**src/rtl/rob_pkg.sv**
```systemverilog
// Shared definitions for the re-order buffer: entry classes and tag-width derivation.
package rob_pkg;

  typedef enum logic [1:0] {
    K_NORMAL = 2'd0,
    K_BRANCH = 2'd1,
    K_JALR   = 2'd2,
    K_STORE  = 2'd3
  } kind_e;

  localparam int RD_W = 5;

  // Tag width for a power-of-two depth: smallest w with 2**w >= depth.
  function automatic int idw_f(input int depth);
    int w;
    w = 0;
    for (int i = 0; i < 31; i++) begin
      if ((1 << i) < depth) w = i + 1;
    end
    return w;
  endfunction

endpackage

```
**src/rtl/re_order_buffer_v2.sv**
```systemverilog
// In-order commit buffer: tags issued instructions, collects ALU/LSB writebacks,
// retires one ready head entry per cycle and raises flush/redirect on branch/JALR recovery.
module re_order_buffer_v2
  import rob_pkg::*;
#(
  parameter int  DEPTH       = 16,
  parameter int  XLEN        = 32,
  parameter int  PRED_W      = 5,
  parameter int  FULL_MARGIN = 1,
  localparam int IDW         = idw_f(DEPTH)
) (
  input  logic              clk,
  input  logic              rst_n,
  input  logic              rdy,
  input  logic              issue_en,
  input  logic [1:0]        issue_kind,
  input  logic [RD_W-1:0]   issue_rd,
  input  logic [XLEN-1:0]   issue_val,
  input  logic              issue_pred_taken,
  input  logic [PRED_W-1:0] issue_pred_idx,
  output logic [IDW-1:0]    issue_id,
  output logic              full,
  output logic              empty,
  input  logic              wb_alu_en,
  input  logic [IDW-1:0]    wb_alu_id,
  input  logic [XLEN-1:0]   wb_alu_val,
  input  logic [XLEN-1:0]   wb_alu_pc,
  input  logic              wb_alu_taken,
  input  logic              wb_lsb_en,
  input  logic [IDW-1:0]    wb_lsb_id,
  input  logic [XLEN-1:0]   wb_lsb_val,
  input  logic [IDW-1:0]    qry0_id,
  input  logic [IDW-1:0]    qry1_id,
  output logic              qry0_rdy,
  output logic              qry1_rdy,
  output logic [XLEN-1:0]   qry0_val,
  output logic [XLEN-1:0]   qry1_val,
  output logic              commit_en,
  output logic [IDW-1:0]    commit_id,
  output logic [RD_W-1:0]   commit_rd,
  output logic [XLEN-1:0]   commit_val,
  output logic              store_go,
  input  logic              store_done,
  output logic              flush,
  output logic              redirect_en,
  output logic [XLEN-1:0]   redirect_pc,
  output logic              bp_upt_en,
  output logic [PRED_W-1:0] bp_upt_idx,
  output logic              bp_upt_taken
);

  localparam int           CW       = IDW + 1;
  localparam logic [IDW:0] CNT_MAX  = CW'(DEPTH);
  localparam logic [IDW:0] CNT_FULL = CW'(DEPTH - FULL_MARGIN);

  logic [IDW-1:0]    r_head, r_tail;
  logic [IDW:0]      r_count;
  logic [DEPTH-1:0]  r_busy, r_ready, r_taken, r_pred_taken;
  kind_e             r_kind     [DEPTH];
  logic [RD_W-1:0]   r_rd       [DEPTH];
  logic [XLEN-1:0]   r_val      [DEPTH];
  logic [XLEN-1:0]   r_pc       [DEPTH];
  logic [PRED_W-1:0] r_pred_idx [DEPTH];

  logic              r_commit_en, r_flush, r_redirect_en, r_bp_upt_en, r_bp_upt_taken;
  logic [IDW-1:0]    r_commit_id;
  logic [RD_W-1:0]   r_commit_rd;
  logic [XLEN-1:0]   r_commit_val, r_redirect_pc;
  logic [PRED_W-1:0] r_bp_upt_idx;

  logic  w_live, w_issue, w_commit, w_alu_ok, w_lsb_ok, w_store_ok, w_mispred;
  kind_e w_head_kind;

  // Nothing moves while stalled or while the flush pulse is being served.
  assign w_live      = rdy && !r_flush;
  assign w_head_kind = r_kind[r_head];
  assign store_go    = !r_flush && r_busy[r_head] && !r_ready[r_head] && (w_head_kind == K_STORE);
  assign w_issue     = issue_en && w_live && (r_count < CNT_MAX);
  assign w_commit    = w_live && r_busy[r_head] && r_ready[r_head];
  assign w_alu_ok    = wb_alu_en && w_live && r_busy[wb_alu_id] && (r_kind[wb_alu_id] != K_STORE);
  assign w_lsb_ok    = wb_lsb_en && w_live && r_busy[wb_lsb_id] && (r_kind[wb_lsb_id] != K_STORE);
  assign w_store_ok  = store_done && rdy && store_go;
  assign w_mispred   = (w_head_kind == K_JALR) ||
                       ((w_head_kind == K_BRANCH) && (r_taken[r_head] != r_pred_taken[r_head]));

  assign issue_id     = r_tail;
  assign empty        = (r_count == '0);
  assign full         = (r_count >= CNT_FULL);
  assign commit_en    = r_commit_en;
  assign commit_id    = r_commit_id;
  assign commit_rd    = r_commit_rd;
  assign commit_val   = r_commit_val;
  assign flush        = r_flush;
  assign redirect_en  = r_redirect_en;
  assign redirect_pc  = r_redirect_pc;
  assign bp_upt_en    = r_bp_upt_en;
  assign bp_upt_idx   = r_bp_upt_idx;
  assign bp_upt_taken = r_bp_upt_taken;

  always_ff @(posedge clk or negedge rst_n) begin
    if (!rst_n) begin
      r_head <= '0; r_tail <= '0; r_count <= '0;
      r_busy <= '0; r_ready <= '0;
      r_commit_en <= 1'b0; r_commit_id <= '0; r_commit_rd <= '0; r_commit_val <= '0;
      r_flush <= 1'b0; r_redirect_en <= 1'b0; r_redirect_pc <= '0;
      r_bp_upt_en <= 1'b0; r_bp_upt_idx <= '0; r_bp_upt_taken <= 1'b0;
    end else begin
      r_commit_en   <= 1'b0;
      r_flush       <= 1'b0;
      r_redirect_en <= 1'b0;
      r_bp_upt_en   <= 1'b0;
      if (r_flush) begin
        r_head <= '0; r_tail <= '0; r_count <= '0;
        r_busy <= '0; r_ready <= '0;
      end else if (rdy) begin
        if (w_lsb_ok)   r_ready[wb_lsb_id] <= 1'b1;
        if (w_alu_ok)   r_ready[wb_alu_id] <= 1'b1;
        if (w_store_ok) r_ready[r_head]    <= 1'b1;
        // A retiring slot is freed after any writeback that targets it.
        if (w_commit) begin
          r_busy[r_head]  <= 1'b0;
          r_ready[r_head] <= 1'b0;
          r_head          <= r_head + 1'b1;
          r_commit_en     <= 1'b1;
          r_commit_id     <= r_head;
          r_commit_rd     <= r_rd[r_head];
          r_commit_val    <= r_val[r_head];
          if (w_head_kind == K_BRANCH) begin
            r_bp_upt_en    <= 1'b1;
            r_bp_upt_idx   <= r_pred_idx[r_head];
            r_bp_upt_taken <= r_taken[r_head];
          end
          if (w_mispred) begin
            r_flush       <= 1'b1;
            r_redirect_en <= 1'b1;
            r_redirect_pc <= r_pc[r_head];
          end
        end
        if (w_issue) begin
          r_busy[r_tail]  <= 1'b1;
          r_ready[r_tail] <= 1'b0;
          r_tail          <= r_tail + 1'b1;
        end
        case ({w_issue, w_commit})
          2'b10:   r_count <= r_count + 1'b1;
          2'b01:   r_count <= r_count - 1'b1;
          default: r_count <= r_count;
        endcase
      end
    end
  end

  // Entry payload: written only by accepted issue/writeback, never reset.
  always_ff @(posedge clk) begin
    if (w_issue) begin
      r_kind[r_tail]       <= kind_e'(issue_kind);
      r_rd[r_tail]         <= issue_rd;
      r_val[r_tail]        <= issue_val;
      r_pred_taken[r_tail] <= issue_pred_taken;
      r_pred_idx[r_tail]   <= issue_pred_idx;
    end
    if (w_lsb_ok) r_val[wb_lsb_id] <= wb_lsb_val;
    if (w_alu_ok) begin
      r_val[wb_alu_id]   <= wb_alu_val;
      r_pc[wb_alu_id]    <= wb_alu_pc;
      r_taken[wb_alu_id] <= wb_alu_taken;
    end
  end

  always_comb begin
    qry0_rdy = r_busy[qry0_id] && r_ready[qry0_id];
    qry0_val = r_val[qry0_id];
    qry1_rdy = r_busy[qry1_id] && r_ready[qry1_id];
    qry1_val = r_val[qry1_id];
    if (w_lsb_ok && (wb_lsb_id == qry0_id)) begin qry0_rdy = 1'b1; qry0_val = wb_lsb_val; end
    if (w_alu_ok && (wb_alu_id == qry0_id)) begin qry0_rdy = 1'b1; qry0_val = wb_alu_val; end
    if (w_lsb_ok && (wb_lsb_id == qry1_id)) begin qry1_rdy = 1'b1; qry1_val = wb_lsb_val; end
    if (w_alu_ok && (wb_alu_id == qry1_id)) begin qry1_rdy = 1'b1; qry1_val = wb_alu_val; end
  end

endmodule
```
**config.mk**
```make
export PLATFORM = sky130hd
export DESIGN_NAME = re_order_buffer_v2
export DESIGN_NICKNAME = d
export VERILOG_FILES = /design/src/rtl/rob_pkg.sv /design/src/rtl/re_order_buffer_v2.sv
export SDC_FILE = /design/constraint.sdc
export NUM_CORES = 2
export LEC_CHECK = 0
export BUFFER_PORTS_ARGS = -buffer_cell sky130_fd_sc_hd__buf_4
export CAP_MARGIN = 30
export CORE_MARGIN = 2
export CORE_UTILIZATION = 45
export DETAILED_ROUTE_END_ITERATION = 10
export SLEW_MARGIN = 20
export SYNTH_ARGS = -nofsm -noshare
export SYNTH_HDL_FRONTEND = slang
export SYNTH_SLANG_ARGS = --single-unit
```
**constraint.sdc**
```tcl
create_clock -name clk -period 5.7 [get_ports clk]
set_input_delay 1.14 -clock clk [delete_from_list [all_inputs] [get_ports clk]]
set_output_delay 1.14 -clock clk [all_outputs]
set_load 0.01 [all_outputs]
```
Yosys cells after proc, flatten, opt, wreduce, memory -nomap -nowiden
Memories as Yosys holds them, arrays and structs flattened. A register that Yosys moved wholly into a read port is not among the register bits.
Cells that the tools add are included.
{"block": "word_totals", "ff_bits": 85, "ram_bits": 1216, "in_bits": 165, "word_cells": 185, "mem_count": 5}
{"memory": "r_pc", "depth": 16, "width": 32, "rd": 1, "rd_ports_with_merged_regs": 1, "write_ports": 1, "line_no": "re_order_buffer_v2.sv:62", "text": "logic [XLEN-1:0] r_pc [DEPTH];"}
{"memory": "r_val", "depth": 16, "width": 32, "rd": 3, "rd_ports_with_merged_regs": 1, "write_ports": 3, "line_no": "re_order_buffer_v2.sv:61", "text": "logic [XLEN-1:0] r_val [DEPTH];"}
{"memory": "r_pred_idx", "depth": 16, "width": 5, "rd": 1, "rd_ports_with_merged_regs": 1, "write_ports": 1, "line_no": "re_order_buffer_v2.sv:63", "text": "logic [PRED_W-1:0] r_pred_idx [DEPTH];"}
{"memory": "r_rd", "depth": 16, "width": 5, "rd": 1, "rd_ports_with_merged_regs": 1, "write_ports": 1, "line_no": "re_order_buffer_v2.sv:60", "text": "logic [RD_W-1:0] r_rd [DEPTH];"}
{"memory": "r_kind", "depth": 16, "width": 2, "rd": 3, "rd_ports_with_merged_regs": 0, "write_ports": 1, "line_no": "re_order_buffer_v2.sv:59", "text": "kind_e r_kind [DEPTH];"}
{"block": "op_classes", "n_addsub": 4, "magnitude_cmp": 12, "n_eq_ne": 12, "mux": 85, "bitwise": 10, "n_reduce_logical": 45}
{"op": "$mux 16", "count": 21}
{"op": "$mux 32", "count": 4}
{"op": "$or 16x16->16", "count": 4}
{"op": "$and 16x16->16", "count": 3}
{"op": "$bmux 1 s4", "count": 10}
{"op": "$mux 1", "count": 35}
{"op": "$bwmux 16", "count": 2}
{"op": "$not 16->16", "count": 2}
{"op": "$lt 4x5->1 const B", "count": 6}
{"op": "$logic_and 1x1->1", "count": 27}
{"op": "$mux 4", "count": 6}
{"op": "$demux 1 s4", "count": 4}
{"op": "$eq 4x4->1", "count": 4}
{"op": "$ge 4x1->1 const B", "count": 4}
{"op": "$mux 5", "count": 2}
{"op": "$pmux 5 s2", "count": 1}
{"op": "$add 4x1->4 const B", "count": 2}
{"op": "$reduce_and 4->1", "count": 2}
{"op": "$eq 2x2->1 const B", "count": 3}
{"op": "$logic_not 1->1", "count": 6}
{"op": "$reduce_and 2->1", "count": 3}
{"op": "$reduce_bool 2->1", "count": 3}
{"op": "$add 5x1->5 const B", "count": 1}
{"op": "$ge 5x4->1 const B", "count": 1}
{"op": "other kinds (10)", "count": 12}

Depth between registers and ports, before layout
{"block": "depth", "depth_word": 24, "mapped_depth": 15}

Least setup slack after synthesis
Ideal clock, no wire load.
{"block": "synth_timing", "kind": "input to register", "start": "input wb_alu_id[1]", "end": "memory r_val[6][0] (enable)", "setup_ns": 0.395, "arrival_ns": 4.484, "required_time_ns": 5.305, "setup_slack_ns": 0.821, "cell_stages": 9, "cell_sequence": "clkbuf_1 -> buf_2 -> mux4_2 -> a22oi_1 -> a21oi_2 -> nor4_1 -> clkbuf_1 -> buf_2 -> nand3b_1"}
{"element": "start, declared", "line_no": "re_order_buffer_v2.sv:25", "text": "input logic [IDW-1:0] wb_alu_id,"}
{"element": "end, declared", "line_no": "re_order_buffer_v2.sv:61"}

Worst setup path in the final report
{"block": "layout_timing", "start": "input wb_alu_id[0]", "end": "output qry0_val[12]"}
{"block": "layout_via", "elab_chain_len": 6, "word_cells_on_any_way": 9, "cone_classes": "eq/ne (2); mux (3); reduce/logical (3); memory (1)"}
{"element": "parallel branches: the longest is 4 deep, another holds $mem_v2 16x2"}
{"element": "$logic_and 1x1->1 (*)", "line_no": "re_order_buffer_v2.sv:176", "text": "if (w_alu_ok && (wb_alu_id == qry0_id)) begin qry0_rdy = 1'b1; qry0_val = wb_alu_val; end"}
{"element": "$mux 32 (*)", "line_no": "re_order_buffer_v2.sv:176"}
{"element": "end, declared", "line_no": "re_order_buffer_v2.sv:36", "text": "output logic [XLEN-1:0] qry0_val,"}
Every way passes the cells marked *. The select of a mux whose other input is x is not followed.

==> impl_metrics.py <==
metrics = {
    "clock_network": {
        "htree_num_levels": 4,
        "clock_latency_ns": 0.84,
        "clock_sinks": 1375,
        "cts.hold.buffers_added": 0,
        "numCtsBuffers": 154,
        "clockBufferDepth": 3,
        "post_cts_resized": 0,
        "root_buffer": "clkbuf_16",
        "cts_setup_buffers": 0,
        "tritoncts": "done",
        "clk_pin_slew_ns": 0.06,
    },
    "run_status": {
        "status": "finished, final reports clean",
    },
    "routing": {
        "remaining_drc_errors": 0,
        "avgViaCountPerCell": 6.60,
        "antenna_left": 0,
        "wl_per_cell_um": 34.3,
        "drt-initial-drc-count": 6854,
        "postRouteWirelength_um": 255000,
        "vias": 49000,
        "dr.pass1.iters": 8,
    },
    "power_and_ir_drop": {
        "pwr-share-clk_pct": 34.9,
        "power_density_mw_per_mm2": 342,
        "pwr-share-seq_pct": 41.2,
        "leakagePower_nw": 30.5,
        "p_sw_mw": 8.31,
        "power_frac_comb_pct": 23.8,
        "switching_share_pct": 28.7,
        "p_int_mw": 20.6,
        "peakVddDrop_mv": 0.278,
    },
    "logic_synthesis": {
        "synth.net_count": 5223,
        "ys_async_sr_fraction_pct": 9.24,
        "ys.flop_type": "edfxtp_1",
        "yosys_warnings": 0,
        "synth-seq-cells": 1375,
        "synth-seq-area-share_pct": 54.3,
        "post_synth_num_cell_types": 65,
        "synth_cells": 5046,
        "netlist_area_mm2": 0.0748,
        "syn_area_per_cell_um2": 14.8,
        "synth_enable_flop_cells": 1248,
    },
    "timing": {
        "finalCritPeriodShare_pct": 93.2,
        "fmax_ghz": 0.188,
        "min_period_ns": 5.31,
        "fin_worst_skew_ns": 0.0608,
        "drv_slew": 0,
        "relSlewSlack_pct": 30.4,
        "tns_ns": 0,
        "tightestPinTransition_ns": 1.04,
        "rsz0062_at_grt": "false",
        "hold_violations": 0,
        "finalSetupViolCount": 0,
    },
    "floorplan": {
        "core_mm2": 0.165,
        "die-area_mm2": 0.170,
        "io_pins": 321,
        "initial_core_util_pct": 45.4,
        "die_h_um": 412,
        "rows": 149,
        "die_w_um": 412,
    },
    "global_route": {
        "overflow": 0,
        "grtUsageTotal_pct": 29.9,
        "grt_pass1_vias": 47400,
        "antenna_found_initial": 21,
        "grt_max_degree": 103,
        "grt_pass1_wl_um": 359000,
    },
    "placed_design": {
        "io_buffers": 320,
        "dp_hpwl_um": 144000,
        "gp_congestion": 0.942,
    },
    "setup_path": {
        "startpoint_type": "input pin",
        "path_max_fanout": 52,
        "critPathKind": "in2out",
        "cp.required_ns": 4.56,
        "critPathArrivalTime_ns": 4.17,
        "cp-end-kind": "output pin",
    },
    "layout": {
        "layout_common_cells": "edfxtp_1 (1248), mux4_2 (743), nand2_1 (607)",
        "area_delta_synth_final_pct": 13.0,
        "mostFrequentLayoutCell": "edfxtp_1",
        "drive_gt1_share_pct": 29.6,
        "nFillCells": 13600,
        "final_util_pct": 51.3,
        "multiInputGateArea_mm2": 0.0316,
        "ff_latch_area_mm2": 0.0407,
        "nets": 5264,
    },
    "hold_path": {
        "min_path_type": "in2async",
    },
    "run": {
        "drv_cap": 0,
    },
}
-- through the flow --
stage                     worst slack [ns]  std cells  hold WS, ns  power (mW)  instance area [um2]
after global placement               0.535       7114        0.461        18.9                79300
final                                0.386       7417        0.323        28.9                84600
after detailed placement             0.481       7119        0.465        19.0                79400
after global routing                 0.296       7413        0.347        29.8                84600
after CTS                            0.475       7405        0.325        29.0                84500
after floorplan                      0.821       5046        0.486        16.6                74800
-- final timing paths --
check                                    startpoint                    endpoint  slack (ns)  cells past startpoint
max                                    wb_alu_id[0]                qry0_val[12]        0.39                     11
min                                           rst_n  redirect_pc[1]$_DFFE_PN0P_        0.32                      1
max reg2reg                   r_head[0]$_DFFE_PN0P_      r_count[4]$_DFFE_PN0P_        1.17                     15
min reg2reg                commit_rd[4]$_DFFE_PN0P_    commit_rd[4]$_DFFE_PN0P_        0.48                      2
max in group asynchronous                     rst_n  commit_val[24]$_DFFE_PN0P_        4.18                      2
min in group clk           commit_rd[4]$_DFFE_PN0P_    commit_rd[4]$_DFFE_PN0P_        0.48                      2
-- synth_stat cells (all sizes together), types with 26 or more instances --
| library cell | count | share of area, % |
|---|---|---|
| mux2i | 585 | 7.8 |
| a21oi | 179 | 1.2 |
| dfrtp | 127 | 4.2 |
| inv | 27 | 0.14 |
| buf | 228 | 1.9 |
| or4 | 26 | 0.27 |
| clkbuf | 350 | 1.8 |
| o21ai | 451 | 3.0 |
| nor2 | 197 | 0.99 |
| edfxtp | 1248 | 50 |
| nand3 | 34 | 0.23 |
| mux4 | 743 | 22 |
| nand2 | 607 | 3.0 |
| mux2 | 40 | 0.75 |
-- critical path, cell delays in order --
cell and delay, ns:
buf_4 0.28, mux4_2 0.56, a22o_1 0.24, nor2_1 0.12
a21oi_2 0.07, buf_4 0.23, or4_4 0.75, buf_12 0.25
nor2_1 0.18, a21oi_1 0.06, buf_4 0.16
-- kinds of logic (layout without fill, tap and decap cells) --
logic type	count (synthesis)	after routing	synth area share, %
simple gates	953	953	5.39
flops	1375	1375	54.3
xor+xnor	26	26	0.304
fa+ha+maj	12	12	0.211
buf+inv	606	777	3.78
other cells	0	11	0
compound gates	706	706	5.06
mux	1368	1368	30.9
-- final cells by class --
type | instances | share of cell area, %
flip-flops and latches | 1375 | 48.1
multi-input cells | 3065 | 37.4
well taps | 2189 | 3.24
clock buffers | 201 | 4.91
repair buffers | 463 | 5.08
clock inverters | 85 | 1.17
inverters | 28 | 0.132
diodes | 11 | 0.0325
-- power by group through the flow --
stage | sequential [mW] | combinational [mW] | clock, mW
5_1_grt | 12.0 | 7.28 | 10.6
3_3_place_gp | 12.1 | 6.84 | 0
3_5_place_dp | 12.1 | 6.90 | 0
4_1_cts | 11.9 | 6.91 | 10.2
2_1_floorplan | 12.0 | 4.62 | 0
6_report | 11.9 | 6.89 | 10.1
-- state kept, by name, summed over array words and instances (netlist names), 5 cells and up --
register / cells
r_rd: 80
redirect_pc: 32
r_pred_idx: 80
r_pred_taken: 16
commit_rd: 5
r_val: 512
r_kind: 32
r_busy: 16
r_count: 5
r_pc: 512
r_ready: 16
bp_upt_idx: 5
r_taken: 16
commit_val: 32
-- per-layer routing --
layer | global-route usage [%] | up-vias | share of wire, %
met5 | 0 | - | 0.046
met4 | 11.1 | 20 | 3.9
met3 | 6.84 | 552 | 11
met2 | 46.1 | 3019 | 46
met1 | 41.7 | 25400 | 39
li1 | - | 20000 | -
Note: power is estimated with default switching activity, not from simulation.
